<file path="src/rtl/regfile_wb_sched.sv">
// Write-back scheduler for the 32x32 register file's single write port.
// Arbitrates load returns, ALU results and debug writes, and tracks pending loads for the hazard stall.
module regfile_wb_sched #(
    parameter int LD_FIFO_DEPTH = 2,
    parameter int DBG_MAX_WAIT  = 8
) (
    input  logic        clk,
    input  logic        rst_n,
    input  logic        alu_valid,
    input  logic [4:0]  alu_rd,
    input  logic [31:0] alu_data,
    output logic        alu_ready,
    input  logic        ld_valid,
    input  logic [4:0]  ld_rd,
    input  logic [31:0] ld_data,
    output logic        ld_ready,
    input  logic        dbg_valid,
    input  logic [4:0]  dbg_rd,
    input  logic [31:0] dbg_data,
    output logic        dbg_ready,
    input  logic        ld_issue,
    input  logic [4:0]  ld_issue_rd,
    input  logic [4:0]  chk_rs1,
    input  logic [4:0]  chk_rs2,
    input  logic [4:0]  chk_rd,
    output logic        hazard,
    output logic        wb_en,
    output logic [4:0]  wb_rd,
    output logic [31:0] wb_data,
    output logic [31:0] busy_vec
);

    localparam int AW = (LD_FIFO_DEPTH > 1) ? $clog2(LD_FIFO_DEPTH) : 1;
    localparam int WW = $clog2(DBG_MAX_WAIT + 1);
    localparam logic [WW-1:0] WAIT_MAX  = WW'(DBG_MAX_WAIT);
    localparam logic [AW:0]   FIFO_FULL = (AW + 1)'(LD_FIFO_DEPTH);

    logic [4:0]    fifo_rd_q   [LD_FIFO_DEPTH];
    logic [31:0]   fifo_data_q [LD_FIFO_DEPTH];
    logic [AW-1:0] rptr_q, wptr_q;
    logic [AW:0]   cnt_q;
    logic          fifo_empty, fifo_full, push, pop;

    logic [WW-1:0] dbg_wait_q, dbg_wait_d;
    logic [31:0]   busy_q, busy_d;
    logic          wb_en_q;
    logic [4:0]    wb_rd_q;
    logic [31:0]   wb_data_q;

    logic          dbg_force, gnt_fifo, gnt_alu, gnt_dbg, any_gnt;
    logic [4:0]    sel_rd;
    logic [31:0]   sel_data;

    assign fifo_empty = (cnt_q == '0);
    assign fifo_full  = (cnt_q == FIFO_FULL);
    assign push       = ld_valid && !fifo_full;
    assign pop        = gnt_fifo;

    // A starved debug request preempts everything, including the load FIFO head.
    assign dbg_force  = dbg_valid && (dbg_wait_q == WAIT_MAX);
    assign gnt_fifo   = !dbg_force && !fifo_empty;
    assign gnt_alu    = !dbg_force && fifo_empty && alu_valid;
    assign gnt_dbg    = dbg_valid && (dbg_force || (fifo_empty && !alu_valid));
    assign any_gnt    = gnt_fifo || gnt_alu || gnt_dbg;

    assign alu_ready  = gnt_alu;
    assign dbg_ready  = gnt_dbg;
    assign ld_ready   = !fifo_full;

    always_comb begin
        sel_rd   = '0;
        sel_data = '0;
        if (gnt_fifo) begin
            sel_rd   = fifo_rd_q[rptr_q];
            sel_data = fifo_data_q[rptr_q];
        end else if (gnt_alu) begin
            sel_rd   = alu_rd;
            sel_data = alu_data;
        end else if (gnt_dbg) begin
            sel_rd   = dbg_rd;
            sel_data = dbg_data;
        end
    end

    always_comb begin
        dbg_wait_d = '0;
        if (dbg_valid && !gnt_dbg) begin
            dbg_wait_d = (dbg_wait_q == WAIT_MAX) ? WAIT_MAX : dbg_wait_q + 1'b1;
        end
    end

    // A new load to the same register outranks the return clearing it.
    always_comb begin
        busy_d = busy_q;
        if (gnt_fifo) begin
            busy_d[fifo_rd_q[rptr_q]] = 1'b0;
        end
        if (ld_issue) begin
            busy_d[ld_issue_rd] = 1'b1;
        end
        busy_d[0] = 1'b0;
    end

    always_ff @(posedge clk) begin
        if (push) begin
            fifo_rd_q[wptr_q]   <= ld_rd;
            fifo_data_q[wptr_q] <= ld_data;
        end
    end

    always_ff @(posedge clk or negedge rst_n) begin
        if (!rst_n) begin
            rptr_q     <= '0;
            wptr_q     <= '0;
            cnt_q      <= '0;
            dbg_wait_q <= '0;
            busy_q     <= '0;
            wb_en_q    <= 1'b0;
            wb_rd_q    <= '0;
            wb_data_q  <= '0;
        end else begin
            if (push) begin
                wptr_q <= wptr_q + 1'b1;
            end
            if (pop) begin
                rptr_q <= rptr_q + 1'b1;
            end
            case ({push, pop})
                2'b10:   cnt_q <= cnt_q + 1'b1;
                2'b01:   cnt_q <= cnt_q - 1'b1;
                default: cnt_q <= cnt_q;
            endcase
            dbg_wait_q <= dbg_wait_d;
            busy_q     <= busy_d;
            wb_en_q    <= any_gnt && (sel_rd != 5'd0);
            if (any_gnt) begin
                wb_rd_q   <= sel_rd;
                wb_data_q <= sel_data;
            end
        end
    end

    assign hazard = ((chk_rs1 != 5'd0) && busy_q[chk_rs1]) ||
                    ((chk_rs2 != 5'd0) && busy_q[chk_rs2]) ||
                    ((chk_rd  != 5'd0) && busy_q[chk_rd]);

    assign wb_en    = wb_en_q;
    assign wb_rd    = wb_rd_q;
    assign wb_data  = wb_data_q;
    assign busy_vec = busy_q;

endmodule
</file>
<file path="config.mk">
export PLATFORM = sky130hd
export DESIGN_NAME = regfile_wb_sched
export DESIGN_NICKNAME = d
export VERILOG_FILES = /design/src/rtl/regfile_wb_sched.sv
export SDC_FILE = /design/constraint.sdc
export NUM_CORES = 1
export LEC_CHECK = 0
export ABC_AREA = 1
export CAP_MARGIN = 20
export CORE_ASPECT_RATIO = 0.6
export CORE_UTILIZATION = 44
export DETAILED_ROUTE_END_ITERATION = 8
export PLACE_DENSITY = 0.86
export SYNTH_ARGS = -nofsm -noshare
export SYNTH_HDL_FRONTEND = slang
export SYNTH_SLANG_ARGS = --single-unit
</file>
<file path="constraint.sdc">
create_clock -name clk -period 3.5 [get_ports clk]
set_clock_uncertainty 0.1 [all_clocks]
set_input_delay 0.875 -clock clk [delete_from_list [all_inputs] [get_ports clk]]
set_output_delay 0.875 -clock clk [all_outputs]
set_load 0.005 [all_outputs]
</file>
Word-level counts from Yosys, hierarchy flattened
Memory sizes are Yosys's and may differ from the RTL's.
Index checks and enable logic that the tools add are counted.
{"block": "classes", "n_addsub": 5, "n_mul": 0, "div_mod_pow": 0, "n_lt_le_gt_ge": 7, "n_eq_ne": 4, "shift": 0, "mux": 23, "bitwise_logic": 3, "reduce_logical": 30}
{"operator": "$mux 32", "count": 5}
{"operator": "$and 32x32->32", "count": 1}
{"operator": "$not 32->32", "count": 1}
{"operator": "$or 32x32->32", "count": 1}
{"operator": "$lt 5x6->1 const B", "count": 5}
{"operator": "$reduce_bool 5->1", "count": 4}
{"operator": "$bmux 1 s5", "count": 3}
{"operator": "$mux 5", "count": 3}
{"operator": "$logic_and 1x1->1", "count": 14}
{"operator": "$demux 1 s5", "count": 2}
{"operator": "$ge 5x1->1 const B", "count": 2}
{"operator": "$mux 4", "count": 2}
{"operator": "$mux 1", "count": 7}
{"operator": "$logic_not 1->1", "count": 5}
{"operator": "$logic_or 1x1->1", "count": 5}
{"operator": "$add 4x1->4 const B", "count": 1}
{"operator": "$eq 2x2->1 const B", "count": 2}
{"operator": "$eq 4x4->1 const B", "count": 1}
{"operator": "$pmux 2 s2", "count": 1}
{"operator": "$add 1x1->1 const B", "count": 2}
{"operator": "$add 2x1->2 const B", "count": 1}
{"operator": "$eq 2x1->1 const B", "count": 1}
{"operator": "$logic_not 2->1", "count": 1}
{"operator": "$reduce_bool 2->1", "count": 1}
{"operator": "$sub 2x1->2 const B", "count": 1}
{"block": "totals", "ff_bits": 77, "latch_bits": 0, "mem_bits_rw": 74, "mem_bits_ro": 0, "in_bits": 137, "output_inout_bits": 74, "elab_cells": 82, "n_memories": 2}
{"name": "fifo_data_q", "depth": 2, "width": 32, "rd": 1, "rd_ports_with_merged_regs": 0, "write_ports": 1, "line_no": "39", "text": "logic [31:0] fifo_data_q [LD_FIFO_DEPTH];"}
{"name": "fifo_rd_q", "depth": 2, "width": 5, "rd": 1, "rd_ports_with_merged_regs": 0, "write_ports": 1, "line_no": "38", "text": "logic [4:0] fifo_rd_q [LD_FIFO_DEPTH];"}

Depth between registers and ports, before layout
An unclocked memory read counts as a cell.
{"block": "logic_depth", "depth_word": 10, "ltp_mapped": 14, "mapped_depth_nobuf": 12}

Least setup slack after synthesis
OpenSTA, ideal clock, no wires.
{"block": "synth_path", "kind": "input-to-reg", "from": "input port ld_valid", "to": "memory fifo_data_q[1][0] (enable)", "setup_time_ps": 433, "arrival_ps": 2550, "t_required_ps": 2967, "slack_ps": 417, "path_stages": 2, "n_path_buf": 0, "path_cell_list": "nand2_1 nor2_1"}
{"block": "synth_via", "elab_chain_len": 3}
{"item": "from (decl)", "line_no": "13", "text": "input logic ld_valid,"}
{"item": "$logic_and 1x1->1", "line_no": "56", "text": "assign push = ld_valid && !fifo_full;"}
{"item": "$mux 1", "line_no": "105", "text": "if (push) begin"}
{"item": "$mux 1 (implied by the code)", "line_no": "107", "text": "fifo_data_q[wptr_q] <= ld_data;"}
{"item": "to (decl)", "line_no": "39"}
No other way between the ends.

Final worst setup path
{"block": "layout_path", "from": "input port alu_valid", "to": "output port alu_ready"}
{"block": "layout_via", "elab_chain_len": 1}
{"item": "from (decl)", "line_no": "9", "text": "input logic alu_valid,"}
{"item": "$logic_and 1x1->1", "line_no": "62", "text": "assign gnt_alu = !dbg_force && fifo_empty && alu_valid;"}
{"item": "to (decl)", "line_no": "12", "text": "output logic alu_ready,"}
No other way between the ends.

==> impl_metrics.env <==
export IMPL_synth_most_common_cell="nand2_1"
export IMPL_netlist_area_um2=7462
export IMPL_viasPerCell=5.325
export IMPL_seq_area_frac_synth=0.5560
export IMPL_rsz0062_at_grt="no"
export IMPL_dieArea_um2=17500
export IMPL_portBuffers=209
export IMPL_cts_hold_buffers=0
export IMPL_reg2reg_depth=10
export IMPL_r2r_start="dbg_wait_q[0]"
export IMPL_nFillCells=1397
export IMPL_grt_usage=0.2749
export IMPL_antenna_cells=0
export IMPL_io_pins=211
export IMPL_setup_viol=0
export IMPL_synth_edf_count=74
export IMPL_crit_path_end_kind="primary output"
export IMPL_drt_pass1_iterations=6
export IMPL_required_ns=2.52
export IMPL_netlist_instances=881
export IMPL_cts_sinks=151
export IMPL_path_cells="clkdlybuf4s50_1 > inv_1 > nor2_1 > nand2_1 > inv_2 > buf_4 > clkdlybuf4s50_1"
export IMPL_cp_slowest_cell="clkdlybuf4s50_1"
export IMPL_yosys_top_cells_count="337 x nand2_1, 114 x nand3_1, 77 x dfrtp_1, 74 x edfxtp_1, 68 x inv_1"
export IMPL_maxCapViolations=0
export IMPL_grt_pass1_vias=6838
export IMPL_relSlewSlack=0.5220
export IMPL_period_minus_slack_ns=3.458
export IMPL_initial_core_util=0.4551
export IMPL_crit_fanout=9
export IMPL_clock_fmax_mhz=289.2
export IMPL_clk_latency_ns=0.41
export IMPL_fin_tns_setup_ns=0
export IMPL_vdd_drop_max_uv=530.6
export IMPL_power_mw=8.290
export IMPL_path_class="in -> out"
export IMPL_slowest_delay_ns=0.52
export IMPL_period_share=0.9881
export IMPL_critPathBufInv=5
export IMPL_ys_async_sr_fraction=0.5099
export IMPL_grt_first_pass_wirelength_um=36360
export IMPL_arrival_ns=2.48
export IMPL_grt_max_degree=78
export IMPL_cts_tree="yes"
export IMPL_place_congestion=0.9297
export IMPL_yosys_top_cells_area="edfxtp_1 30%, dfrtp_1 26%, nand2_1 17%, nand3_1 7.6%, o21ai_0 4.3%"
export IMPL_vias=7183
export IMPL_critPathTopFamily="buffers and inverters"
export IMPL_ant_nets=0
export IMPL_synthToLayoutAreaGrowth_pct=42.30
export IMPL_crit_top_cell="clkdlybuf4s50_1"
export IMPL_ys_warn_count=0
export IMPL_overflow=0
export IMPL_r2r_end="cnt_q[1]"
export IMPL_synth_top_flop_cell="dfrtp_1"
export IMPL_cts_path_max_buffers=2
export IMPL_core_area_um2=16400
export IMPL_die_x_um=170.1
export IMPL_yosysUniqueCellTypes=32
export IMPL_syn_num_nets=1021
export IMPL_postSynthAreaPerCell_um2=8.470
export IMPL_min_delay_path_class="in -> async"
export IMPL_numCtsBuffers=17
export IMPL_synth_top_area_share=0.2978
export IMPL_die_height_um=102.9
export IMPL_p_leak_nw=4.613
export IMPL_row_count=36
export IMPL_status="finished, final reports clean"
export IMPL_tightest_slew_ns=0.7170
export IMPL_cts_max_level=4
export IMPL_routed_wl_um=23150
export IMPL_drt_iter0_drc=628
export IMPL_fin_nets=1248
export IMPL_drc_errors=0
export IMPL_path_clk_slew_ns=0.07
export IMPL_yosys_area_top_type="edfxtp_1"
export IMPL_cts_root_buf="clkbuf_16"
export IMPL_drive_gt1_frac=0.08207
export IMPL_r2r_slack_ns=1.17
export IMPL_antenna_found_initial=1
export IMPL_p_per_area_nw_per_um2=780.7
export IMPL_hold_viol=0
export IMPL_synth_seq_cells=151
export IMPL_maxSlewViolCount=0
export IMPL_wl_per_cell_um=17.16
export IMPL_dpl_hpwl_um=16690
export IMPL_cp_start_kind="input port"
## sequential cells by signal, summed over array words and instances (netlist names)
name / flops
wptr_q: 1
cnt_q: 2
wb_data: 32
fifo_data_q: 64
rptr_q: 1
busy_vec: 31
wb_en: 1
fifo_rd_q: 10
dbg_wait_q: 4
wb_rd: 5
## worst max-delay path by stage
stage | cells past startpoint | slack [ns] | start | endpoint
floorplan | 2 | 0.42 | ld_valid | fifo_data_q[1][0]
detailed placement | 14 | -0.34 | chk_rs2[0] | hazard
global placement | 14 | -0.26 | chk_rs2[0] | hazard
global route | 13 | 0.007 | chk_rs1[1] | hazard
CTS | 14 | 0.06 | chk_rs2[1] | hazard
finish | 7 | 0.04 | alu_valid | alu_ready
## per-layer routing
layer / GRT usage / wire [um]
met4: 0.05198 / 137
met5: 0 / 12
met2: 0.4215 / 10120
met3: 0.07486 / 2315
met1: 0.3949 / 10560
## cell type report
cell class	instances	area (um^2)	area share
inverters	72	280.3	0.02639
flip-flops and latches	151	4149	0.3907
multi-input cells	619	2831	0.2666
repair buffers	247	2462	0.2319
clock inverters	13	157.7	0.01485
well taps	228	285.3	0.02686
clock buffers	19	452.9	0.04265
## metrics by stage
step                worst slack (ns)  hold WS [ns]  instance area (um^2)  utilization  cells
global placement             -0.2622        0.3759                  9891       0.6033   1313
detailed placement           -0.3425        0.3968                  9891       0.6033   1313
global route                0.006703        0.2056                 10620       0.6477   1349
floorplan                     0.4172        0.3536                  7462            -    881
CTS                          0.06419        0.4046                 10580       0.6455   1348
finish                       0.04176        0.2026                 10620       0.6477   1349
## cell families after synthesis
| family | Yosys count | synth area share |
|---|---|---|
| adders and majority gates | 3 | 0.005031 |
| AOI/OAI and AO/OA | 86 | 0.06271 |
| buffers and inverters | 111 | 0.06690 |
| DFF | 151 | 0.5560 |
| and+or+nand+nor | 524 | 0.3030 |
| other | 1 | 0.0005025 |
| xor gates and xnor gates | 5 | 0.005870 |
## worst register-to-register path, stage by stage (launching register included)
cell     delay, ns
dfrtp_1       0.39
inv_1         0.06
ha_1          0.23
nand4_4       0.12
nand2_4       0.06
inv_2         0.10
buf_4         0.41
ha_1          0.37
a21oi_1       0.12
o21ai_0       0.11
xor2_1        0.15
## cell usage in the layout, fill, tap and decap left out, drive strengths merged
master           n
buf             39
clkinv           3
a21oi            5
xor2             3
or2              2
dlymetal6s2s     3
o211ai           9
a31oi            2
o22ai            2
clkbuf          19
xnor2            2
nand4           38
clkdlybuf4s50  197
nand2          340
bufbuf           1
o31ai            1
nor2            26
o21ai           67
nand3          114
nor3             3
bufinv           2
clkinvlp         2
dlygate4sd2      7
edfxtp          74
conb             1
dfrtp           77
nand3b           1
inv             78
ha               3
## timing repair
item	in CTS	in global routing
resized for setup	16	9
setup buffers	2	0
cloned	1	0
pin swaps	0	0
setup endpoints to repair	2	1
## power by group
part	switching [mW]	internal, mW
registers	0.405	2.54
logic	1.93	1.54
clock network	0.769	1.11
No activity file was read; power rests on OpenSTA's default activity.
